### config.mk
export PLATFORM = sky130hd
export DESIGN_NAME = pe_bitcol_sched
export DESIGN_NICKNAME = d
export VERILOG_FILES = /design/src/rtl/pe_sched_pkg.sv /design/src/rtl/pe_sched_perf.sv /design/src/rtl/pe_bitcol_sched.sv
export SDC_FILE = /design/constraint.sdc
export NUM_CORES = 1
export LEC_CHECK = 0
export ABC_CLOCK_PERIOD_IN_PS = 1900
export CAP_MARGIN = 10
export CORE_UTILIZATION = 25
export DETAILED_ROUTE_END_ITERATION = 6
export PLACE_DENSITY = 0.6
export SYNTH_ARGS = -nofsm -noshare
export SYNTH_HDL_FRONTEND = slang
export SYNTH_SLANG_ARGS = --single-unit
export TNS_END_PERCENT = 30
### constraint.sdc
create_clock -name clk -period 1.9 [get_ports clk]
set_clock_uncertainty 0.1 [all_clocks]
set_input_delay 0.19 -clock clk [delete_from_list [all_inputs] [get_ports clk]]
set_output_delay 0.19 -clock clk [all_outputs]
set_load 0.01 [all_outputs]
### src/rtl/pe_sched_pkg.sv
// Shared types and constants for the bit-column PE scheduler.
// Latency: n/a (package). Backpressure: n/a.
// Optional perf counters are enabled by defining PE_SCHED_PERF_EN.
package pe_sched_pkg;

  localparam int NUM_LANES_DEF = 4;
  localparam int SHIFT_W_DEF   = 3;
  localparam int PERF_W        = 16;

  localparam logic [1:0] ACC_EN_8   = 2'd0;
  localparam logic [1:0] ACC_EN_16  = 2'd1;
  localparam logic [1:0] ACC_EN_32  = 2'd2;
  localparam logic [1:0] ACC_EN_RSV = 2'd3;

  typedef enum logic [1:0] {
    ST_IDLE  = 2'd0,
    ST_RUN   = 2'd1,
    ST_DRAIN = 2'd2,
    ST_RESP  = 2'd3
  } state_t;

  function automatic logic [PERF_W-1:0] sat_inc(input logic [PERF_W-1:0] v);
    return (&v) ? v : v + {{(PERF_W-1){1'b0}}, 1'b1};
  endfunction

endpackage

### src/rtl/pe_sched_perf.sv
// Three saturating 16-bit activity counters for the PE scheduler.
// Latency: count visible the cycle after the event. Backpressure: none.
// Only instantiated when PE_SCHED_PERF_EN is defined.
module pe_sched_perf
  import pe_sched_pkg::*;
(
  input  logic              clk,
  input  logic              rstn,
  input  logic              clr,
  input  logic              inc_busy,
  input  logic              inc_stall,
  input  logic              inc_issue,
  output logic [PERF_W-1:0] perf_busy,
  output logic [PERF_W-1:0] perf_stall,
  output logic [PERF_W-1:0] perf_issue
);

  always_ff @(posedge clk) begin
    if (!rstn) begin
      perf_busy  <= '0;
      perf_stall <= '0;
      perf_issue <= '0;
    end else if (clr) begin
      perf_busy  <= '0;
      perf_stall <= '0;
      perf_issue <= '0;
    end else begin
      if (inc_busy)  perf_busy  <= sat_inc(perf_busy);
      if (inc_stall) perf_stall <= sat_inc(perf_stall);
      if (inc_issue) perf_issue <= sat_inc(perf_issue);
    end
  end

endmodule

### src/rtl/pe_bitcol_sched.sv
// Per-PE scheduler: pops lockstep bit-column streams and drives the bit-serial PE.
// Latency: col_idx -> pe_shift_offset combinational; any lane not ready stalls all lanes.
// Response held until rsp_ready. PE_SCHED_PERF_EN adds perf_busy/perf_stall/perf_issue.
module pe_bitcol_sched
  import pe_sched_pkg::*;
#(
  parameter int NUM_LANES = NUM_LANES_DEF,
  parameter int SHIFT_W   = SHIFT_W_DEF
) (
  input  logic                         clk,
  input  logic                         rstn,
  input  logic                         cmd_valid,
  output logic                         cmd_ready,
  input  logic [1:0]                   cmd_acc_en,
  input  logic                         cmd_sign_en,
  input  logic [NUM_LANES-1:0]         cmd_lane_empty,
  input  logic [NUM_LANES-1:0]         col_valid,
  input  logic [NUM_LANES*SHIFT_W-1:0] col_idx,
  input  logic [NUM_LANES-1:0]         col_last,
  output logic [NUM_LANES-1:0]         col_ready,
  output logic [NUM_LANES*SHIFT_W-1:0] pe_shift_offset,
  output logic                         pe_weight_valid,
  output logic                         pe_act_valid,
  output logic                         pe_sign_en,
  output logic [1:0]                   pe_acc_en,
  output logic [NUM_LANES-1:0]         pe_zcip_done,
  input  logic                         pe_done,
  output logic                         rsp_valid,
  input  logic                         rsp_ready,
`ifdef PE_SCHED_PERF_EN
  output logic [PERF_W-1:0]            perf_busy,
  output logic [PERF_W-1:0]            perf_stall,
  output logic [PERF_W-1:0]            perf_issue,
`endif
  output logic                         busy
);

  state_t                       state;
  logic [NUM_LANES-1:0]         fin;
  logic [1:0]                   acc_q;
  logic                         sign_q;
  logic [NUM_LANES*SHIFT_W-1:0] shift_hold;
  logic [NUM_LANES*SHIFT_W-1:0] shift_issue;
  logic [NUM_LANES-1:0]         fin_nxt;
  logic                         in_run;
  logic                         issue;

  assign in_run = (state == ST_RUN);
  // Finished lanes count as ready so the remaining lanes keep stepping together.
  assign issue  = in_run && (&(col_valid | fin));

  always_comb begin
    shift_issue = '0;
    for (int i = 0; i < NUM_LANES; i++) begin
      shift_issue[i*SHIFT_W +: SHIFT_W] = fin[i] ? '0 : col_idx[i*SHIFT_W +: SHIFT_W];
    end
  end

  // On issue every non-fin lane is popped, so its col_last marks it finished.
  assign fin_nxt = fin | (col_last & ~fin);

  assign cmd_ready       = (state == ST_IDLE);
  assign busy            = (state != ST_IDLE);
  assign col_ready       = issue ? ~fin : '0;
  assign pe_shift_offset = issue ? shift_issue : shift_hold;
  assign pe_weight_valid = issue || (state == ST_DRAIN);
  assign pe_act_valid    = in_run || (state == ST_DRAIN);
  assign pe_zcip_done    = fin;
  assign pe_sign_en      = busy & sign_q;
  assign pe_acc_en       = busy ? acc_q : 2'b00;
  assign rsp_valid       = (state == ST_RESP);

  always_ff @(posedge clk) begin
    if (!rstn) begin
      state      <= ST_IDLE;
      fin        <= '0;
      acc_q      <= ACC_EN_8;
      sign_q     <= 1'b0;
      shift_hold <= '0;
    end else begin
      case (state)
        ST_IDLE: begin
          if (cmd_valid) begin
            acc_q  <= cmd_acc_en;
            sign_q <= cmd_sign_en;
            fin    <= cmd_lane_empty;
            state  <= (&cmd_lane_empty) ? ST_DRAIN : ST_RUN;
          end
        end
        ST_RUN: begin
          if (issue) begin
            fin        <= fin_nxt;
            shift_hold <= shift_issue;
            if (&fin_nxt) state <= ST_DRAIN;
          end
        end
        ST_DRAIN: begin
          if (pe_done) state <= ST_RESP;
        end
        ST_RESP: begin
          if (rsp_ready) begin
            state <= ST_IDLE;
            fin   <= '0;
          end
        end
        default: state <= ST_IDLE;
      endcase
    end
  end

`ifdef PE_SCHED_PERF_EN
  pe_sched_perf u_perf (
    .clk        (clk),
    .rstn       (rstn),
    .clr        (cmd_valid & cmd_ready),
    .inc_busy   (busy),
    .inc_stall  (in_run & ~issue),
    .inc_issue  (issue),
    .perf_busy  (perf_busy),
    .perf_stall (perf_stall),
    .perf_issue (perf_issue)
  );
`endif

endmodule

==> impl_metrics.json, run 1 <==
{
  "status": "complete, but fails checks",
  "violations": "DRC, setup timing",
  "holdCritPathClass": "reg -> reg",
  "start_util_pct": 26.4,
  "synth_top_area_share_pct": 35.8,
  "setup_violations": 10,
  "synthCells": 132,
  "rsz0062_at_grt": "yes",
  "die_w_um": 70.6,
  "fin_tns_setup_ns": -0.448,
  "synth_area_leaders": "dfxtp_1 (36%), a21o_2 (8.9%), and3b_1 (6.7%), and2_1 (5.9%), ha_1 (5.3%)",
  "viasPerCell": 4.53,
  "avgSynthCellArea_um2": 8.90,
  "dpl_cell_area_mm2": 0.00194,
  "pwr_density_cell_mw_per_mm2": 995,
  "min_period_over_period_pct": 106,
  "criticalPathCategory": "in -> out",
  "core_area_mm2": 0.00444,
  "antenna_found_initial": 0,
  "hpwl_mm": 2.58,
  "clock_latency_ns": 0.26,
  "fin_area_mm2": 0.00215,
  "fmax_ghz": 0.498,
  "drive_gt1_share_pct": 35.6,
  "startpoint_type": "input port",
  "routabilityCongestion": 0.747,
  "fin_nets": 254,
  "met2_usage_pct": 26.4,
  "rows": 24,
  "clock-root-buffer": "clkbuf_8",
  "final_antenna_net_count": 0,
  "grt_pass1_vias": 1270,
  "final-max-slew-violation-count": 0,
  "finalCriticalPeriod_ns": 2.01,
  "area_growth_pct": 83.2,
  "die-area_mm2": 0.00498,
  "numClockSinks": 21,
  "cts_tree": "built",
  "grt_overflow": 0,
  "grt_first_pass_wirelength_mm": 5.77,
  "drt_first_pass_iters": 6,
  "hold_violations": 0,
  "p_leak_nw": 1.09,
  "yosysSeqAreaShare_pct": 35.8,
  "fill_cells": 435,
  "drc": 10,
  "grtUsageMet3_pct": 3.56,
  "netlist_area_mm2": 0.00117,
  "maxCapViolCount": 0,
  "critPathMaxFanout": 5,
  "top_usage_layer": "met2",
  "htree_num_levels": 1,
  "die_h_um": 70.6,
  "routed_wl_mm": 3.48,
  "dr.first_iter.drc_count": 35,
  "clk_pin_slew_ns": 0.08,
  "synth_area_leader_cell": "dfxtp_1",
  "ios": 60,
  "met1_usage_pct": 17.8,
  "synth_seq_cells": 21,
  "diodes": 0,
  "arrival_ns": 1.72,
  "holdWs_ns": 0.367,
  "grt_max_degree": 16,
  "crit_required_ns": 1.61,
  "num_vias": 1215,
  "portBuffers": 59,
  "yosys_warnings": 0,
  "wl_per_cell_um": 13.0,
  "peakVddDrop_mv": 0.641,
  "max_slew.worst_pin.slew_ns": 0.342,
  "cts_buffer_depth": 2,
  "setup_ws_ns": -0.110,
  "numCtsBuffers": 3,
  "synth_nets": 169,
  "max_slew_margin_pct": 77.1,
  "grt_use_total_pct": 14.6,
  "ys_types": 26,
  "critPathCaptureType": "output pin"
}
## routing by layer
layer | wire, um | vias up
li1 | - | 621
met1 | 1550 | 556
met2 | 1720 | 34
met3 | 187 | 4
met4 | 19 | 0
met5 | 0 | -
## synthesized netlist by cell type
| cell type | count |
|---|---|
| dfxtp_1 | 21 |
| ha_1 | 5 |
| o21ai_0 | 2 |
| o221a_2 | 4 |
| a21oi_1 | 5 |
| mux2i_1 | 2 |
| a21o_2 | 12 |
| nand2_2 | 1 |
| clkbuf_1 | 2 |
| and3b_1 | 9 |
| o22ai_1 | 5 |
| nor3_2 | 1 |
| buf_4 | 1 |
| or2_2 | 1 |
| inv_1 | 11 |
| nand2_1 | 10 |
| nor2b_1 | 7 |
| a21boi_0 | 3 |
| buf_6 | 2 |
| o221ai_1 | 1 |
| and2_4 | 1 |
| and3b_2 | 3 |
| nand3_1 | 4 |
| and2_1 | 11 |
| a2bb2oi_1 | 1 |
| nor2_1 | 7 |
## final timing paths
path         cells past startpoint         start                  to  slack (ns)
max                              8  col_valid[3]  pe_shift_offset[5]       -0.11
min                              2      acc_q[1]            acc_q[1]        0.37
max reg2reg                     12      state[1]     pe_zcip_done[3]           0
min reg2reg                      2      acc_q[1]            acc_q[1]        0.37
## metrics by stage
stage | setup WS [ns] | utilization [%] | cells | power [mW]
after floorplan | 0.0840 | - | 132 | 1.13
after global placement | -0.669 | 43.6 | 257 | 1.72
after CTS | -0.218 | 47.7 | 267 | 2.14
after global routing | -0.176 | 48.4 | 268 | 2.29
after detailed placement | -0.699 | 43.6 | 257 | 1.73
final | -0.110 | 48.4 | 268 | 2.14
## state kept, by name, indices dropped and copies added, names as in the netlist
name          count
shift_hold       12
pe_zcip_done      4
acc_q             2
state             2
sign_q            1
## cell usage in the layout, fill, tap and decap left out, types with 2 or more instances in the layout
master            n
a21oi_1           3
and3b_1           9
clkbuf_8          3
dfxtp_1          19
nor2b_1           7
inv_1             9
nor2_1            6
o22ai_1           3
buf_6            16
clkdlybuf4s15_1   5
nand2_1          10
clkdlybuf4s50_1  35
dlygate4sd2_1     4
dlymetal6s2s_1    2
o221a_2           4
ha_1              4
buf_4            21
a21o_2           12
and2_1           11
nand3_1           4
a21oi_2           2
mux2i_1           2
dfxtp_2           2
and3b_2           3
a21boi_0          3
## area by class of cell
class / instances / area, um2 / area share [%]
clock buffer: 3 / 41.3 / 1.92
tap: 52 / 65.1 / 3.02
timing repair buffer: 85 / 843 / 39.2
multi-input combinational: 95 / 731 / 34.0
clock inverter: 1 / 5.00 / 0.233
inverter: 11 / 43.8 / 2.03
sequential: 21 / 423 / 19.7
## worst max-delay path, cell delays in order
cell	delay, ns
clkdlybuf4s50_1	0.51
o22ai_4	0.11
nor3_4	0.28
clkbuf_16	0.20
buf_6	0.09
and3b_1	0.15
a21o_2	0.10
buf_6	0.09
## power breakdown
group	switching [mW]	internal [mW]
Combinational	0.565	0.702
Clock	0.147	0.146
Sequential	0.0592	0.521
Total	0.771	1.37
## logic make-up (layout without fill, tap and decap cells)
group / Yosys count / count (layout) / share of synthesized area, %
buffers and inverters: 16 / 100 / 6.71
muxes: 2 / 2 / 1.70
and+or+nand+nor: 55 / 55 / 28.6
AOI/OAI and AO/OA: 33 / 33 / 21.8
adders and majority gates: 5 / 5 / 5.32
DFF: 21 / 21 / 35.8
## what timing repair did
item / 4_1_cts / 5_1_grt
gates cloned: 1 / 0
setup buffers: 5 / 1
pin swaps: 16 / 2
hold buffers: 0 / 0
endpoints found under the setup margin: 39 / 27
resized for setup: 89 / 10
(Power assumes the default switching activity.)
==> run 2: changes to the inputs <==
--- a/config.mk
+++ b/config.mk
@@ -8,6 +8,7 @@
 export ABC_CLOCK_PERIOD_IN_PS = 1900
 export CAP_MARGIN = 10
 export CORE_UTILIZATION = 25
+export CTS_CLUSTER_SIZE = 12
 export DETAILED_ROUTE_END_ITERATION = 6
 export PLACE_DENSITY = 0.6
 export SYNTH_ARGS = -nofsm -noshare
==> results of run 2 <==
The final DEF is identical to that of run 1; final timing and power are the same.
